File: config.mk
export PLATFORM = sky130hd
export DESIGN_NAME = id_ex_operand_stage_flat
export DESIGN_NICKNAME = d
export VERILOG_FILES = /design/src/rtl/id_ex_operand_stage_if.sv /design/src/rtl/id_ex_operand_stage.sv /design/src/flat_wrapper.sv
export SDC_FILE = /design/constraint.sdc
export NUM_CORES = 1
export LEC_CHECK = 0
export ABC_AREA = 0
export BUFFER_PORTS_ARGS = -buffer_cell sky130_fd_sc_hd__buf_2
export CAP_MARGIN = 20
export CELL_PAD_IN_SITES_DETAIL_PLACEMENT = 1
export CELL_PAD_IN_SITES_GLOBAL_PLACEMENT = 1
export CORE_ASPECT_RATIO = 0.5
export CORE_MARGIN = 2
export CORE_UTILIZATION = 40
export CTS_CLUSTER_SIZE = 24
export DETAILED_ROUTE_END_ITERATION = 10
export GPL_ROUTABILITY_DRIVEN = 0
export PLACE_DENSITY_LB_ADDON = 0.12
export SYNTH_ARGS = -nofsm -noshare
export SYNTH_HDL_FRONTEND = slang
export SYNTH_SLANG_ARGS = --single-unit
File: constraint.sdc
create_clock -name clk -period 8.6 [get_ports clk]
set_input_delay 0.86 -clock clk [delete_from_list [all_inputs] [get_ports clk]]
set_output_delay 0.86 -clock clk [all_outputs]
set_load 0.05 [all_outputs]
File: src/rtl/id_ex_operand_stage_if.sv
// ID/EX operand stage bus.
// Groups every non-clock/reset signal of the ID->EX pipeline register:
//   ID side      : decoded instruction fields and control bits
//   Forward side : EX/MEM and MEM/WB destination/result state
//   Control      : hold, flush in; hazard_stall out
//   EX side      : final ALU operands, store data and control bits
// slave  modport : the operand stage itself
// master modport : the surrounding pipeline (drives ID/forward/control)
interface id_ex_operand_stage_if;
  logic        id_valid;
  logic [31:0] id_rs_data, id_rt_data;
  logic [4:0]  id_rs_addr, id_rt_addr;
  logic        id_uses_rs, id_uses_rt;
  logic [4:0]  id_shamt;
  logic [31:0] id_imm32;
  logic        id_ALUSrc1, id_ALUSrc2;
  logic [5:0]  id_ALUFun;
  logic [4:0]  id_rd;
  logic        id_regwrite, id_memread, id_memwrite;

  logic        exmem_valid, exmem_regwrite;
  logic [4:0]  exmem_rd;
  logic [31:0] exmem_result;
  logic        memwb_valid, memwb_regwrite;
  logic [4:0]  memwb_rd;
  logic [31:0] memwb_data;

  logic        hold, flush;
  logic        hazard_stall;

  logic        ex_valid;
  logic [31:0] ex_A, ex_B;
  logic [5:0]  ex_ALUFun;
  logic [31:0] ex_store_data;
  logic [4:0]  ex_rd;
  logic        ex_regwrite, ex_memread, ex_memwrite;

  modport slave (
    input  id_valid, id_rs_data, id_rt_data, id_rs_addr, id_rt_addr,
           id_uses_rs, id_uses_rt, id_shamt, id_imm32, id_ALUSrc1, id_ALUSrc2,
           id_ALUFun, id_rd, id_regwrite, id_memread, id_memwrite,
           exmem_valid, exmem_regwrite, exmem_rd, exmem_result,
           memwb_valid, memwb_regwrite, memwb_rd, memwb_data,
           hold, flush,
    output hazard_stall, ex_valid, ex_A, ex_B, ex_ALUFun, ex_store_data,
           ex_rd, ex_regwrite, ex_memread, ex_memwrite
  );

  modport master (
    output id_valid, id_rs_data, id_rt_data, id_rs_addr, id_rt_addr,
           id_uses_rs, id_uses_rt, id_shamt, id_imm32, id_ALUSrc1, id_ALUSrc2,
           id_ALUFun, id_rd, id_regwrite, id_memread, id_memwrite,
           exmem_valid, exmem_regwrite, exmem_rd, exmem_result,
           memwb_valid, memwb_regwrite, memwb_rd, memwb_data,
           hold, flush,
    input  hazard_stall, ex_valid, ex_A, ex_B, ex_ALUFun, ex_store_data,
           ex_rd, ex_regwrite, ex_memread, ex_memwrite
  );
endinterface

File: src/rtl/id_ex_operand_stage.sv
// ID/EX pipeline register with operand select, EX/MEM + MEM/WB forwarding
// and load-use hazard detection (one bubble per hazard).
// Ports:
//   clk   : rising-edge clock
//   reset : asynchronous active-high reset, clears every registered field
//   b     : id_ex_operand_stage_if.slave (ID fields, forward sources,
//           hold/flush in, hazard_stall and ex_* operands out)
// For shifts, ex_A carries the shift amount (shamt for sll/srl/sra, full
// forwarded rs for variable shifts -- the shifter uses only ex_A[4:0]).
module id_ex_operand_stage (
  input  logic                         clk,
  input  logic                         reset,
  id_ex_operand_stage_if.slave         b
);

  typedef struct packed {
    logic        valid;
    logic [31:0] rs_data;
    logic [31:0] rt_data;
    logic [4:0]  rs_addr;
    logic [4:0]  rt_addr;
    logic [4:0]  shamt;
    logic [31:0] imm;
    logic        alusrc1;
    logic        alusrc2;
    logic [5:0]  alufun;
    logic [4:0]  rd;
    logic        regwrite;
    logic        memread;
    logic        memwrite;
  } ex_reg_t;

  ex_reg_t st_q, st_d, id_fields;
  logic    hazard;
  logic [31:0] fwd_rs, fwd_rt;

  assign id_fields = '{
    valid:    b.id_valid,
    rs_data:  b.id_rs_data,
    rt_data:  b.id_rt_data,
    rs_addr:  b.id_rs_addr,
    rt_addr:  b.id_rt_addr,
    shamt:    b.id_shamt,
    imm:      b.id_imm32,
    alusrc1:  b.id_ALUSrc1,
    alusrc2:  b.id_ALUSrc2,
    alufun:   b.id_ALUFun,
    rd:       b.id_rd,
    regwrite: b.id_regwrite,
    memread:  b.id_memread,
    memwrite: b.id_memwrite
  };

  // Load in EX whose destination is read by the instruction in ID.
  // Driven regardless of hold; hold simply wins at the register.
  assign hazard = b.id_valid && st_q.valid && st_q.memread && (st_q.rd != 5'd0) &&
                  ((b.id_uses_rs && (b.id_rs_addr == st_q.rd)) ||
                   (b.id_uses_rt && (b.id_rt_addr == st_q.rd)));

  // Bubbles are all-zero: valid and control bits must clear, data zeroed too.
  always_comb begin
    st_d = id_fields;
    if (b.flush)      st_d = '0;
    else if (b.hold)  st_d = st_q;
    else if (hazard)  st_d = '0;
  end

  always_ff @(posedge clk or posedge reset) begin
    if (reset) st_q <= '0;
    else       st_q <= st_d;
  end

  // EX/MEM is younger than MEM/WB so it takes priority; $0 never forwards.
  function automatic logic [31:0] fwd(input logic [4:0] addr, input logic [31:0] regval,
                                      input logic xv, input logic xw, input logic [4:0] xrd,
                                      input logic [31:0] xres,
                                      input logic wv, input logic ww, input logic [4:0] wrd,
                                      input logic [31:0] wres);
    if (xv && xw && (xrd != 5'd0) && (xrd == addr))      return xres;
    else if (wv && ww && (wrd != 5'd0) && (wrd == addr)) return wres;
    else                                                 return regval;
  endfunction

  assign fwd_rs = fwd(st_q.rs_addr, st_q.rs_data,
                      b.exmem_valid, b.exmem_regwrite, b.exmem_rd, b.exmem_result,
                      b.memwb_valid, b.memwb_regwrite, b.memwb_rd, b.memwb_data);
  assign fwd_rt = fwd(st_q.rt_addr, st_q.rt_data,
                      b.exmem_valid, b.exmem_regwrite, b.exmem_rd, b.exmem_result,
                      b.memwb_valid, b.memwb_regwrite, b.memwb_rd, b.memwb_data);

  assign b.hazard_stall  = hazard;
  assign b.ex_valid      = st_q.valid;
  assign b.ex_A          = st_q.alusrc1 ? {27'b0, st_q.shamt} : fwd_rs;
  assign b.ex_B          = st_q.alusrc2 ? st_q.imm : fwd_rt;
  assign b.ex_ALUFun     = st_q.alufun;
  assign b.ex_store_data = fwd_rt;
  assign b.ex_rd         = st_q.rd;
  assign b.ex_regwrite   = st_q.valid & st_q.regwrite;
  assign b.ex_memread    = st_q.valid & st_q.memread;
  assign b.ex_memwrite   = st_q.valid & st_q.memwrite;

endmodule

File: src/flat_wrapper.sv
// flat-port wrapper written by rule: the top's interface ports become plain ports
module id_ex_operand_stage_flat 
  (clk, reset, b_id_valid, b_id_rs_data, b_id_rt_data, b_id_rs_addr, b_id_rt_addr, b_id_uses_rs, b_id_uses_rt, b_id_shamt, b_id_imm32, b_id_ALUSrc1, b_id_ALUSrc2, b_id_ALUFun, b_id_rd, b_id_regwrite, b_id_memread, b_id_memwrite, b_exmem_valid, b_exmem_regwrite, b_exmem_rd, b_exmem_result, b_memwb_valid, b_memwb_regwrite, b_memwb_rd, b_memwb_data, b_hold, b_flush, b_hazard_stall, b_ex_valid, b_ex_A, b_ex_B, b_ex_ALUFun, b_ex_store_data, b_ex_rd, b_ex_regwrite, b_ex_memread, b_ex_memwrite);
  id_ex_operand_stage_if b_i ();
  input  logic clk;
  input  logic reset;
  input wire logic [$bits(b_i.id_valid)-1:0] b_id_valid;
  input wire logic [$bits(b_i.id_rs_data)-1:0] b_id_rs_data;
  input wire logic [$bits(b_i.id_rt_data)-1:0] b_id_rt_data;
  input wire logic [$bits(b_i.id_rs_addr)-1:0] b_id_rs_addr;
  input wire logic [$bits(b_i.id_rt_addr)-1:0] b_id_rt_addr;
  input wire logic [$bits(b_i.id_uses_rs)-1:0] b_id_uses_rs;
  input wire logic [$bits(b_i.id_uses_rt)-1:0] b_id_uses_rt;
  input wire logic [$bits(b_i.id_shamt)-1:0] b_id_shamt;
  input wire logic [$bits(b_i.id_imm32)-1:0] b_id_imm32;
  input wire logic [$bits(b_i.id_ALUSrc1)-1:0] b_id_ALUSrc1;
  input wire logic [$bits(b_i.id_ALUSrc2)-1:0] b_id_ALUSrc2;
  input wire logic [$bits(b_i.id_ALUFun)-1:0] b_id_ALUFun;
  input wire logic [$bits(b_i.id_rd)-1:0] b_id_rd;
  input wire logic [$bits(b_i.id_regwrite)-1:0] b_id_regwrite;
  input wire logic [$bits(b_i.id_memread)-1:0] b_id_memread;
  input wire logic [$bits(b_i.id_memwrite)-1:0] b_id_memwrite;
  input wire logic [$bits(b_i.exmem_valid)-1:0] b_exmem_valid;
  input wire logic [$bits(b_i.exmem_regwrite)-1:0] b_exmem_regwrite;
  input wire logic [$bits(b_i.exmem_rd)-1:0] b_exmem_rd;
  input wire logic [$bits(b_i.exmem_result)-1:0] b_exmem_result;
  input wire logic [$bits(b_i.memwb_valid)-1:0] b_memwb_valid;
  input wire logic [$bits(b_i.memwb_regwrite)-1:0] b_memwb_regwrite;
  input wire logic [$bits(b_i.memwb_rd)-1:0] b_memwb_rd;
  input wire logic [$bits(b_i.memwb_data)-1:0] b_memwb_data;
  input wire logic [$bits(b_i.hold)-1:0] b_hold;
  input wire logic [$bits(b_i.flush)-1:0] b_flush;
  output wire logic [$bits(b_i.hazard_stall)-1:0] b_hazard_stall;
  output wire logic [$bits(b_i.ex_valid)-1:0] b_ex_valid;
  output wire logic [$bits(b_i.ex_A)-1:0] b_ex_A;
  output wire logic [$bits(b_i.ex_B)-1:0] b_ex_B;
  output wire logic [$bits(b_i.ex_ALUFun)-1:0] b_ex_ALUFun;
  output wire logic [$bits(b_i.ex_store_data)-1:0] b_ex_store_data;
  output wire logic [$bits(b_i.ex_rd)-1:0] b_ex_rd;
  output wire logic [$bits(b_i.ex_regwrite)-1:0] b_ex_regwrite;
  output wire logic [$bits(b_i.ex_memread)-1:0] b_ex_memread;
  output wire logic [$bits(b_i.ex_memwrite)-1:0] b_ex_memwrite;
  assign b_i.id_valid = b_id_valid;
  assign b_i.id_rs_data = b_id_rs_data;
  assign b_i.id_rt_data = b_id_rt_data;
  assign b_i.id_rs_addr = b_id_rs_addr;
  assign b_i.id_rt_addr = b_id_rt_addr;
  assign b_i.id_uses_rs = b_id_uses_rs;
  assign b_i.id_uses_rt = b_id_uses_rt;
  assign b_i.id_shamt = b_id_shamt;
  assign b_i.id_imm32 = b_id_imm32;
  assign b_i.id_ALUSrc1 = b_id_ALUSrc1;
  assign b_i.id_ALUSrc2 = b_id_ALUSrc2;
  assign b_i.id_ALUFun = b_id_ALUFun;
  assign b_i.id_rd = b_id_rd;
  assign b_i.id_regwrite = b_id_regwrite;
  assign b_i.id_memread = b_id_memread;
  assign b_i.id_memwrite = b_id_memwrite;
  assign b_i.exmem_valid = b_exmem_valid;
  assign b_i.exmem_regwrite = b_exmem_regwrite;
  assign b_i.exmem_rd = b_exmem_rd;
  assign b_i.exmem_result = b_exmem_result;
  assign b_i.memwb_valid = b_memwb_valid;
  assign b_i.memwb_regwrite = b_memwb_regwrite;
  assign b_i.memwb_rd = b_memwb_rd;
  assign b_i.memwb_data = b_memwb_data;
  assign b_i.hold = b_hold;
  assign b_i.flush = b_flush;
  assign b_hazard_stall = b_i.hazard_stall;
  assign b_ex_valid = b_i.ex_valid;
  assign b_ex_A = b_i.ex_A;
  assign b_ex_B = b_i.ex_B;
  assign b_ex_ALUFun = b_i.ex_ALUFun;
  assign b_ex_store_data = b_i.ex_store_data;
  assign b_ex_rd = b_i.ex_rd;
  assign b_ex_regwrite = b_i.ex_regwrite;
  assign b_ex_memread = b_i.ex_memread;
  assign b_ex_memwrite = b_i.ex_memwrite;
  id_ex_operand_stage u_core (.clk(clk), .reset(reset), .b(b_i));
endmodule
==> run_results.csv <==
group,metric,value,unit
timing,postLayoutSetupSlackWorst,3850,ps
timing,tightestPinTransition,1130,ps
clocking,worst_skew_pair.late_latency,440,ps
synth,yosys-top-cells-area,"sky130_fd_sc_hd__dfrtp_1, sky130_fd_sc_hd__o41ai_1, sky130_fd_sc_hd__nand3b_1",
placed_design,placement.io_buffers,323,
die,initial_cell_density_of_the_core,0.411,
worst_setup_path,crit_path_start_kind,"input port",
clocking,cts-htree-levels,4,
min_path,timing.hold.worst.class,"flop to flop",
synth,postSynth.asyncResetShare,1.00,
pwr,irDropWorstVdd,0.120,mV
final_layout,n_fill_cell,2592,
global_route,grt.total_usage,0.290,
synth,yosys.cell_types.count,41,
synth,ys_warn_count,0,
synth,synth_fp_nets,1200,
placed_design,place_ws,3910,ps
timing,finalHoldViolCount,0,
final_layout,finish.net_count,1427,
clocking,hold_buffers,0,
timing,grt_setup_unrepaired,"false",
worst_setup_path,worst-endpoint-arrival,3890,ps
status,run_status,"finished, final reports clean",
detailed_routing,antenna_violating_nets_post_route,0,
worst_setup_path,critical_path_start_end_classification,"input port to output port",
clocking,tritoncts.num_buffers,17,
final_layout,drive_above_1_share,0.358,
worst_setup_path,worstSetupEndpointType,"output port",
global_route,grt_pass1_wl,52700,um
synth,syn_area,8960,um^2
synth,synth_largest_area_cell,"sky130_fd_sc_hd__dfrtp_1",
synth,synth-edff-count,0,
detailed_routing,first_pass_iters,5,
clocking,cts.root.buffer_cell,"sky130_fd_sc_hd__clkbuf_16",
detailed_routing,drt-vias-per-instance,5.80,
clocking,cts.sinks,128,
clocking,cts_resized,0,
synth,postSynthRegisterBits,128,
global_route,antenna_found_initial,4,
detailed_routing,drt_iter0_markers,683,
die,core_area,21800,um^2
detailed_routing,drc,0,
timing,max_freq,0.211,GHz
timing,finalClockSkew,8.01,ps
synth,dominantRegCellSynth,"sky130_fd_sc_hd__dfrtp_1",
global_route,grt_pass1_vias,9209,
detailed_routing,routed_via_count,8876,
synth,synth.avg_cell_area,9.07,um^2
die,io_pins,324,
detailed_routing,totalWireLength,34700,um
die,die_ar,23700,um^2
timing,min_period_over_period,0.552,
synth,yosysSeqAreaShare,0.357,
timing,fin_crit,4750,ps
pwr,power.leakage,5.29,nW
die,dieHeight,110,um
global_route,grt_overflow_total,0,
placed_design,detailed_place_hpwl,23100,um
die,placementRows,38,
timing,final_max_slew_viol_count,0,
worst_setup_path,worstPathRequired,7740,ps
final_layout,multi_input_comb_area,4720,um^2
clocking,path_clk_slew,60,ps
timing,setup_violations,0,
timing,totalNegativeSetupSlack,0,ps
die,chipWidth,216,um
worst_setup_path,worst-path-max-fanout,33,
clocking,tritoncts,"yes",
timing,max_slew_margin,0.248,
final_layout,syn2layout_area_growth,24.4,%
synth,postSynthCellCount,988,
flow_run,drv.max_cap_violation_count,0,
global_route,grt_max_degree,141,
detailed_routing,route.detailed.wl_per_inst,22.6,um
clocking,cts_setup_buffers,0,
synth,synth_top_cell_area_share,0.357,
clocking,clockBufferDepth,2,
final_layout,register_area,3210,um^2
pwr,power.density,169,nW/um^2
cells in the final DEF (no fill, tap or decap), drive strengths merged, types with 27 or more instances in the layout:
cell type	n
nor2	29
nor3	38
a311oi	27
dfrtp	128
mux2	32
buf	333
o21ai	33
inv	134
nand3	36
nand2	66
o41ai	127
nand3b	118
a31oi	32
path summary, 6_finish.rpt:
| check | start | endpoint | cells after the start | slack [ps] |
|---|---|---|---|---|
| worst max-delay path | b_exmem_rd[0] | b_ex_B[31] | 8 | 3850 |
| worst min-delay path | u_core.st_q[94] | u_core.st_q[94] | 2 | 480 |
| worst max register to register | u_core.b.ex_rd[1] | u_core.st_q[29] | 7 | 5330 |
| worst min register to register | u_core.st_q[94] | u_core.st_q[94] | 2 | 480 |
| max in group asynchronous | reset | u_core.st_q[47] | 3 | 6730 |
| min in group asynchronous | reset | u_core.b.ex_rd[0] | 2 | 520 |
final cells by class:
cell class,count,area share
multi-input cells,602,0.423
repair buffers,333,0.156
inverters,133,0.0452
diodes,3,0.000673
well taps,300,0.0337
flip-flops and latches,128,0.288
clock inverters,14,0.0148
clock buffers,18,0.0394
registers in the layout (all words and copies together), names as in the netlist:
name,flops
u_core.b.ex_ALUFun,6
u_core.b.ex_valid,1
u_core.b.ex_rd,5
u_core.st_q,116
where the power goes:
| group | switching (W) | internal, W |
|---|---|---|
| sequential | 0.0000325 | 0.000636 |
| combinational | 0.000310 | 0.000143 |
| clock | 0.000301 | 0.000462 |
worst max-delay path, cell delays in order:
cell	delay [ps]
sky130_fd_sc_hd__buf_2	130
sky130_fd_sc_hd__or4_4	560
sky130_fd_sc_hd__o211ai_4	160
sky130_fd_sc_hd__buf_4	450
sky130_fd_sc_hd__or2_4	870
sky130_fd_sc_hd__a31oi_1	230
sky130_fd_sc_hd__mux2_2	320
sky130_fd_sc_hd__buf_2	210
routing by layer:
metal / part of all wire / GRT usage
met1: 0.46 / 0.397
met2: 0.45 / 0.454
met3: 0.072 / 0.0805
met4: 0.014 / 0.0749
met5: 0.00037 / 0
synthesized netlist by cell type, types with 2 or more instances:
library cell               instances
sky130_fd_sc_hd__a311oi_1         27
sky130_fd_sc_hd__o211ai_1          2
sky130_fd_sc_hd__inv_1           133
sky130_fd_sc_hd__buf_1             3
sky130_fd_sc_hd__nor2_1           29
sky130_fd_sc_hd__or4_1             3
sky130_fd_sc_hd__buf_4            12
sky130_fd_sc_hd__and2_1            3
sky130_fd_sc_hd__clkbuf_1         96
sky130_fd_sc_hd__o21ai_0          33
sky130_fd_sc_hd__o211ai_2          2
sky130_fd_sc_hd__mux2_2           32
sky130_fd_sc_hd__dfrtp_1         128
sky130_fd_sc_hd__a31oi_4          30
sky130_fd_sc_hd__a221oi_1          5
sky130_fd_sc_hd__nand2_1          66
sky130_fd_sc_hd__nand3b_1        118
sky130_fd_sc_hd__o41ai_1         127
sky130_fd_sc_hd__nand3_1          35
sky130_fd_sc_hd__nor3_1           38
sky130_fd_sc_hd__xor2_1           16
sky130_fd_sc_hd__buf_2             9
sky130_fd_sc_hd__xnor2_1          14
sky130_fd_sc_hd__buf_12            3
sky130_fd_sc_hd__a31oi_1           2
sky130_fd_sc_hd__nor2b_1           2
sky130_fd_sc_hd__mux2i_1           5
sky130_fd_sc_hd__nor4_1            2
per-stage QoR:
stage / utilization / std cells / power [W] / cell area [um^2] / hold WS [ps]
floorplan: - / 988 / 0.000981 / 8960 / 435
global placement: 0.481 / 1494 / 0.00112 / 10500 / 448
detailed placement: 0.481 / 1494 / 0.00113 / 10500 / 455
CTS: 0.508 / 1526 / 0.00189 / 11100 / 474
global route: 0.511 / 1529 / 0.00196 / 11100 / 487
finish: 0.511 / 1531 / 0.00188 / 11100 / 477
logic make-up after synthesis:
kind of cell / after synthesis / share of synthesized area
buffers and inverters: 258 / 0.121
multiplexers: 37 / 0.0458
XOR/XNOR: 30 / 0.0293
AO/OA/AOI/OAI: 231 / 0.253
flip-flops: 128 / 0.357
AND/OR/NAND/NOR: 304 / 0.194
Power figures use the tool's default switching activity.
